==> src/rtl/avgn_pkg.sv <==
// Shared derived-width helpers for the avgn moving-average datapath.
package avgn_pkg;

    function automatic int sum_w(input int data_w, input int log2_n);
        return data_w + log2_n;
    endfunction

    function automatic int depth(input int log2_n);
        return 1 << log2_n;
    endfunction

endpackage

==> src/rtl/avgn_ring.sv <==
// Sample delay line for the averager: ring buffer, write pointer and saturating fill count.
module avgn_ring
    import avgn_pkg::*;
#(
    parameter int DATA_W = 8,
    parameter int LOG2_N = 3
) (
    input  logic              CLOCK,
    input  logic              RESET,
    input  logic              i_we,
    input  logic              i_clr,
    input  logic [DATA_W-1:0] i_wdata,
    output logic [DATA_W-1:0] o_oldest,
    output logic              o_full
);

    localparam int N = depth(LOG2_N);
    localparam logic [LOG2_N:0] FILL_MAX = (LOG2_N + 1)'(N);

    logic [DATA_W-1:0] r_buf [N];
    logic [LOG2_N-1:0] r_wptr;
    logic [LOG2_N:0]   r_fill;

    // NOTE: the sample memory is deliberately not reset; fill == 0 masks stale contents.
    always_ff @(posedge CLOCK) begin
        if (i_we) begin
            r_buf[r_wptr] <= i_wdata;
        end
    end

    always_ff @(posedge CLOCK) begin
        if (!RESET || i_clr) begin
            r_wptr <= '0;
            r_fill <= '0;
        end else if (i_we) begin
            r_wptr <= r_wptr + LOG2_N'(1);
            if (r_fill != FILL_MAX) begin
                r_fill <= r_fill + (LOG2_N + 1)'(1);
            end
        end
    end

    assign o_full   = (r_fill == FILL_MAX);
    // Until the window is full the slot being overwritten still counts as zero.
    assign o_oldest = o_full ? r_buf[r_wptr] : '0;

endmodule

==> src/rtl/avgn_stream.sv <==
// Streaming N-tap moving average: running-sum accumulator over avgn_ring, valid/ready on both sides.
module avgn_stream
    import avgn_pkg::*;
#(
    parameter int DATA_W = 8,
    parameter int LOG2_N = 3,
    parameter int ROUND  = 0
) (
    input  logic              CLOCK,
    input  logic              RESET,
    input  logic              clr,
    input  logic              in_valid,
    output logic              in_ready,
    input  logic [DATA_W-1:0] in_data,
    output logic              out_valid,
    input  logic              out_ready,
    output logic [DATA_W-1:0] out_data,
    output logic              out_full
);

    localparam int SUM_W = sum_w(DATA_W, LOG2_N);
    localparam int N     = depth(LOG2_N);
    localparam logic [SUM_W:0] ROUND_ADD = (ROUND != 0) ? (SUM_W + 1)'(N / 2) : '0;

    logic [SUM_W-1:0]  r_sum;
    logic              r_out_valid;
    logic [DATA_W-1:0] r_out_data;

    logic              w_accept;
    logic              w_consume;
    logic [DATA_W-1:0] w_oldest;
    logic [SUM_W-1:0]  w_sum_next;
    logic [SUM_W:0]    w_rounded;
    logic              w_unused_round;

    assign in_ready  = !clr && (!r_out_valid || out_ready);
    assign w_accept  = in_valid && in_ready;
    assign w_consume = r_out_valid && out_ready;

    avgn_ring #(
        .DATA_W (DATA_W),
        .LOG2_N (LOG2_N)
    ) u_ring (
        .CLOCK    (CLOCK),
        .RESET    (RESET),
        .i_we     (w_accept),
        .i_clr    (clr),
        .i_wdata  (in_data),
        .o_oldest (w_oldest),
        .o_full   (out_full)
    );

    // The window sum never exceeds N * (2^DATA_W - 1), so SUM_W bits cannot wrap.
    assign w_sum_next = r_sum + SUM_W'(in_data) - SUM_W'(w_oldest);
    assign w_rounded  = {1'b0, w_sum_next} + ROUND_ADD;
    assign w_unused_round = ^{w_rounded[SUM_W], w_rounded[LOG2_N-1:0]};

    always_ff @(posedge CLOCK) begin
        if (!RESET) begin
            r_sum       <= '0;
            r_out_valid <= 1'b0;
            r_out_data  <= '0;
        end else if (clr) begin
            r_sum       <= '0;
            r_out_valid <= 1'b0;
        end else if (w_accept) begin
            r_sum       <= w_sum_next;
            r_out_data  <= w_rounded[SUM_W-1:LOG2_N];
            r_out_valid <= 1'b1;
        end else if (w_consume) begin
            r_out_valid <= 1'b0;
        end
    end

    assign out_valid = r_out_valid;
    assign out_data  = r_out_data;

endmodule

==> config.mk <==
export PLATFORM = sky130hd
export DESIGN_NAME = avgn_stream
export DESIGN_NICKNAME = d
export VERILOG_FILES = /design/src/rtl/avgn_pkg.sv /design/src/rtl/avgn_ring.sv /design/src/rtl/avgn_stream.sv
export SDC_FILE = /design/constraint.sdc
export NUM_CORES = 1
export LEC_CHECK = 0
export BUFFER_PORTS_ARGS = -buffer_cell sky130_fd_sc_hd__buf_2
export CAP_MARGIN = 20
export CORE_MARGIN = 5
export CORE_UTILIZATION = 48
export CTS_CLUSTER_DIAMETER = 50
export CTS_CLUSTER_SIZE = 12
export DETAILED_ROUTE_END_ITERATION = 16
export HOLD_SLACK_MARGIN = 0.06
export PLACE_DENSITY_LB_ADDON = 0.15
export REMOVE_ABC_BUFFERS = 1
export SKIP_CTS_REPAIR_TIMING = 1
export SYNTH_ARGS = -nofsm -noshare
export SYNTH_HDL_FRONTEND = slang
export SYNTH_SLANG_ARGS = --single-unit
==> constraint.sdc <==
create_clock -name CLOCK -period 4.9 [get_ports CLOCK]
set_clock_uncertainty 0.15 [all_clocks]
set_input_delay 0.49 -clock CLOCK [delete_from_list [all_inputs] [get_ports CLOCK]]
set_output_delay 0.49 -clock CLOCK [all_outputs]
set_load 0.02 [all_outputs]
==> impl_results.md <==
- Routed vias/inst: 5.299
- Main synth FF type: edfxtp_1
- Met2 Use GR: 24.16%
- GP Congestion: 0.7874
- Internal Power: 1168 uW
- Total grt overflow: 0
- Die X: 104.6 um
- Worst skew pair latency: 0.35 ns
- LEAKAGE: 0.001692 uW
- PwrDens: 324.5 nW/um^2
- TritonCTS clock tree: done
- Max-cap violations: 0
- Flops & latches, synth: 94
- Initial Utilization: 49.24%
- CTS root buf: clkbuf_8
- Sw Share: 24.28%
- DRC: 0
- Placed inst area: 4566 sq um
- Clock transition at path regs: 0.09 ns
- Vias in the first global route: 2551
- CP Data Arrival Time: 4.12 ns
- Number of fill cells in the layout: 734
- H-tree depth: 3
- Placed Cells: 454
- Worst-Margin Slew: 0.8646 ns
- Worst-path cell chain: mux4_2, mux2i_1, nor2_1, fa_1, inv_1, fa_1, a21oi_2, o211ai_2, a2111oi_2, o211ai_1, a21o_1, a21oi_2
- DIE HEIGHT: 104.6 um
- Storage element area: 2522 sq um
- Met1 GRT Util: 21.16%
- Full die area: 10940 sq um
- GR peak layer: met2
- Clock Path Buffers: 2
- Status: complete, no violations
- Multi-input logic area: 1605 sq um
- Unrepaired setup endpoints after global routing: no
- Crit Path Max Fanout: 16
- Post-Syn Area: 4294 sq um
- Synth Area per Inst: 12.97 sq um
- Fmax achieved: 250.8 MHz
- Crit path max-delay family: compound AO/OA/AOI/OAI gates
- Routed WL: 7.793 mm
- Num CTS Buffers: 9
- Ys Warns: 0
- Routed WL per cell: 16.62 um
- Final Power: 1542 uW
- First-pass GRT wire length: 13.07 mm
- Final Cycle Share: 81.37%
- Asr flop ratio synth: 0%
- Hpwl dp: 5.319 mm
- Post-synth EDFFs: 64
- Pre-Repair DR Iteration Count: 4
- Startpoint types: register
- PortBufs: 23
- Fin util: 54.49%
- Setup TNS: 0 ns
- GRT Overall Usage: 15.35%
- Cell count after synthesis: 331
- Crit Path Category: reg2reg
- Site row count: 34
- Synth top cells by count: 64 x edfxtp_1, 39 x inv_1, 30 x dfxtp_1, 30 x nand2_1
- Slowest stage delay, CP: 0.83 ns
- Ant. Diodes: 0
- Design area: 4752 sq um
- Iter 0 DRT Violations: 98
- Seq pwr share: 56.3%
- Initial antenna violation count: 0
- Synth top area cells: edfxtp_1 45%, dfxtp_1 14%, mux4_2 8.4%
- Required time of the critical path: 5.03 ns
- Largest net degree at the start of global routing: 27
- Post-synth cell types: 46
- Ports: 24
- Post-synth top area share: 44.76%
- Switching Power: 374.5 uW
- Via count: 2485
- Kind of end point of the critical path: register
- Most common cell in the synthesized netlist: edfxtp_1
- Post-synthesis sequential area ratio: 58.74%
- Antenna Nets Post-Route: 0
- Slew Viols, Final: 0
- Clock share of power: 32.1%
- VDD IR-drop max: 247.8 uV
- Synth area leader: edfxtp_1
- Syn-to-layout area delta: 10.66%
- Share of cells above drive strength 1: 20.78%
- Worst path buffer plus inverter count: 1
- Final nets: 392
- Fin. Hold Viols: 0
- Slew headroom: 42.11%
- Slowest-stage cell, CP: dfxtp_1
- Gate power share: 11.6%
- Met3 GRT Util: 4.069%
- Fin cells: 469
- Final setup viols: 0
- Core box area: 8721 sq um
- Post-layout min period: 3.987 ns
- HP Class: in2reg
- Clk sinks: 94
[power by group through the flow]
| stage | Clock (uW) | Combinational [uW] | Sequential (uW) |
|---|---|---|---|
| CTS | 511 | 181 | 868 |
| detailed placement | 0 | 179 | 886 |
| floorplan | 0 | 118 | 896 |
| finish | 495 | 179 | 868 |
| global route | 545 | 203 | 870 |
| global placement | 0 | 177 | 886 |
[metal layers]
layer	vias up	routed length, um
met3	8	358
li1	1220	-
met5	-	0
met2	50	3775
met1	1207	3571
met4	0	88
[tightest hold or removal path, stage by stage]
cell and delay [ns]:
buf_2 0.10, nor2_1 0.05, nor2_1 0.07
[layout make-up]
type                            count  share of cell area (%)
Timing Repair Buffer               28                   3.212
Inverter                           40                   3.160
Multi-Input combinational cell    184                   33.78
Sequential cell                    94                   53.08
Tap cell                          108                   2.844
Clock inverter                      5                   1.237
Clock buffer                       10                   2.686
[placed cells by master, fill, tap and decap left out, drive strengths merged, types with 2 or more instances in the layout]
| cell type | n |
|---|---|
| edfxtp | 64 |
| inv | 40 |
| nand2 | 32 |
| dfxtp | 30 |
| buf | 28 |
| a21oi | 24 |
| nor2 | 21 |
| mux4 | 16 |
| ha | 14 |
| mux2i | 10 |
| clkbuf | 10 |
| xnor2 | 8 |
| fa | 8 |
| o21ai | 6 |
| nand3 | 5 |
| nor3 | 5 |
| xor2 | 4 |
| nor4b | 3 |
| nor3b | 2 |
| o21a | 2 |
| nand4 | 2 |
| o311ai | 2 |
| clkinvlp | 2 |
| nor2b | 2 |
| clkinv | 2 |
| o211ai | 2 |
| a21o | 2 |
[worst paths after layout]
kind                                 start                        to  slack [ns]  cells past startpoint
setup / recovery                  register    r_sum[10]$_SDFFE_PP0P_        0.91                     12
hold / removal                    in_valid    out_valid$_SDFFE_PP0P_        0.24                      3
setup reg to reg                  register    r_sum[10]$_SDFFE_PP0P_        0.91                     12
hold reg to reg   out_data[0]$_SDFFE_PN0P_  out_data[0]$_SDFFE_PN0P_        0.31                      2
[state kept, by name, indices dropped and copies added, names as in the netlist, named ones only]
name and cells:
u_ring.r_buf 64, r_sum 11, out_data 8, u_ring.r_fill 4, u_ring.r_wptr 3, out_valid 1
[cell families (layout without fill, tap and decap cells)]
kind of cell	after synthesis	in the layout	synth area share, %
buffers and inverters	53	83	4.778
and+or+nand+nor	81	81	9.033
xor gates and xnor gates	12	12	2.448
muxes	26	26	10.72
AOI/OAI and AO/OA	43	43	6.469
DFF	94	94	58.74
adders and majority gates	22	22	7.809
[per-stage QoR]
step	hold slack [ns]	setup slack [ns]
2_1_floorplan	0.2863	0.8481
3_3_place_gp	0.2931	0.9242
3_5_place_dp	0.2939	0.9014
4_1_cts	0.2131	0.8868
5_1_grt	0.2257	0.6308
6_report	0.2355	0.9128
Power figures use the tool's default switching activity.
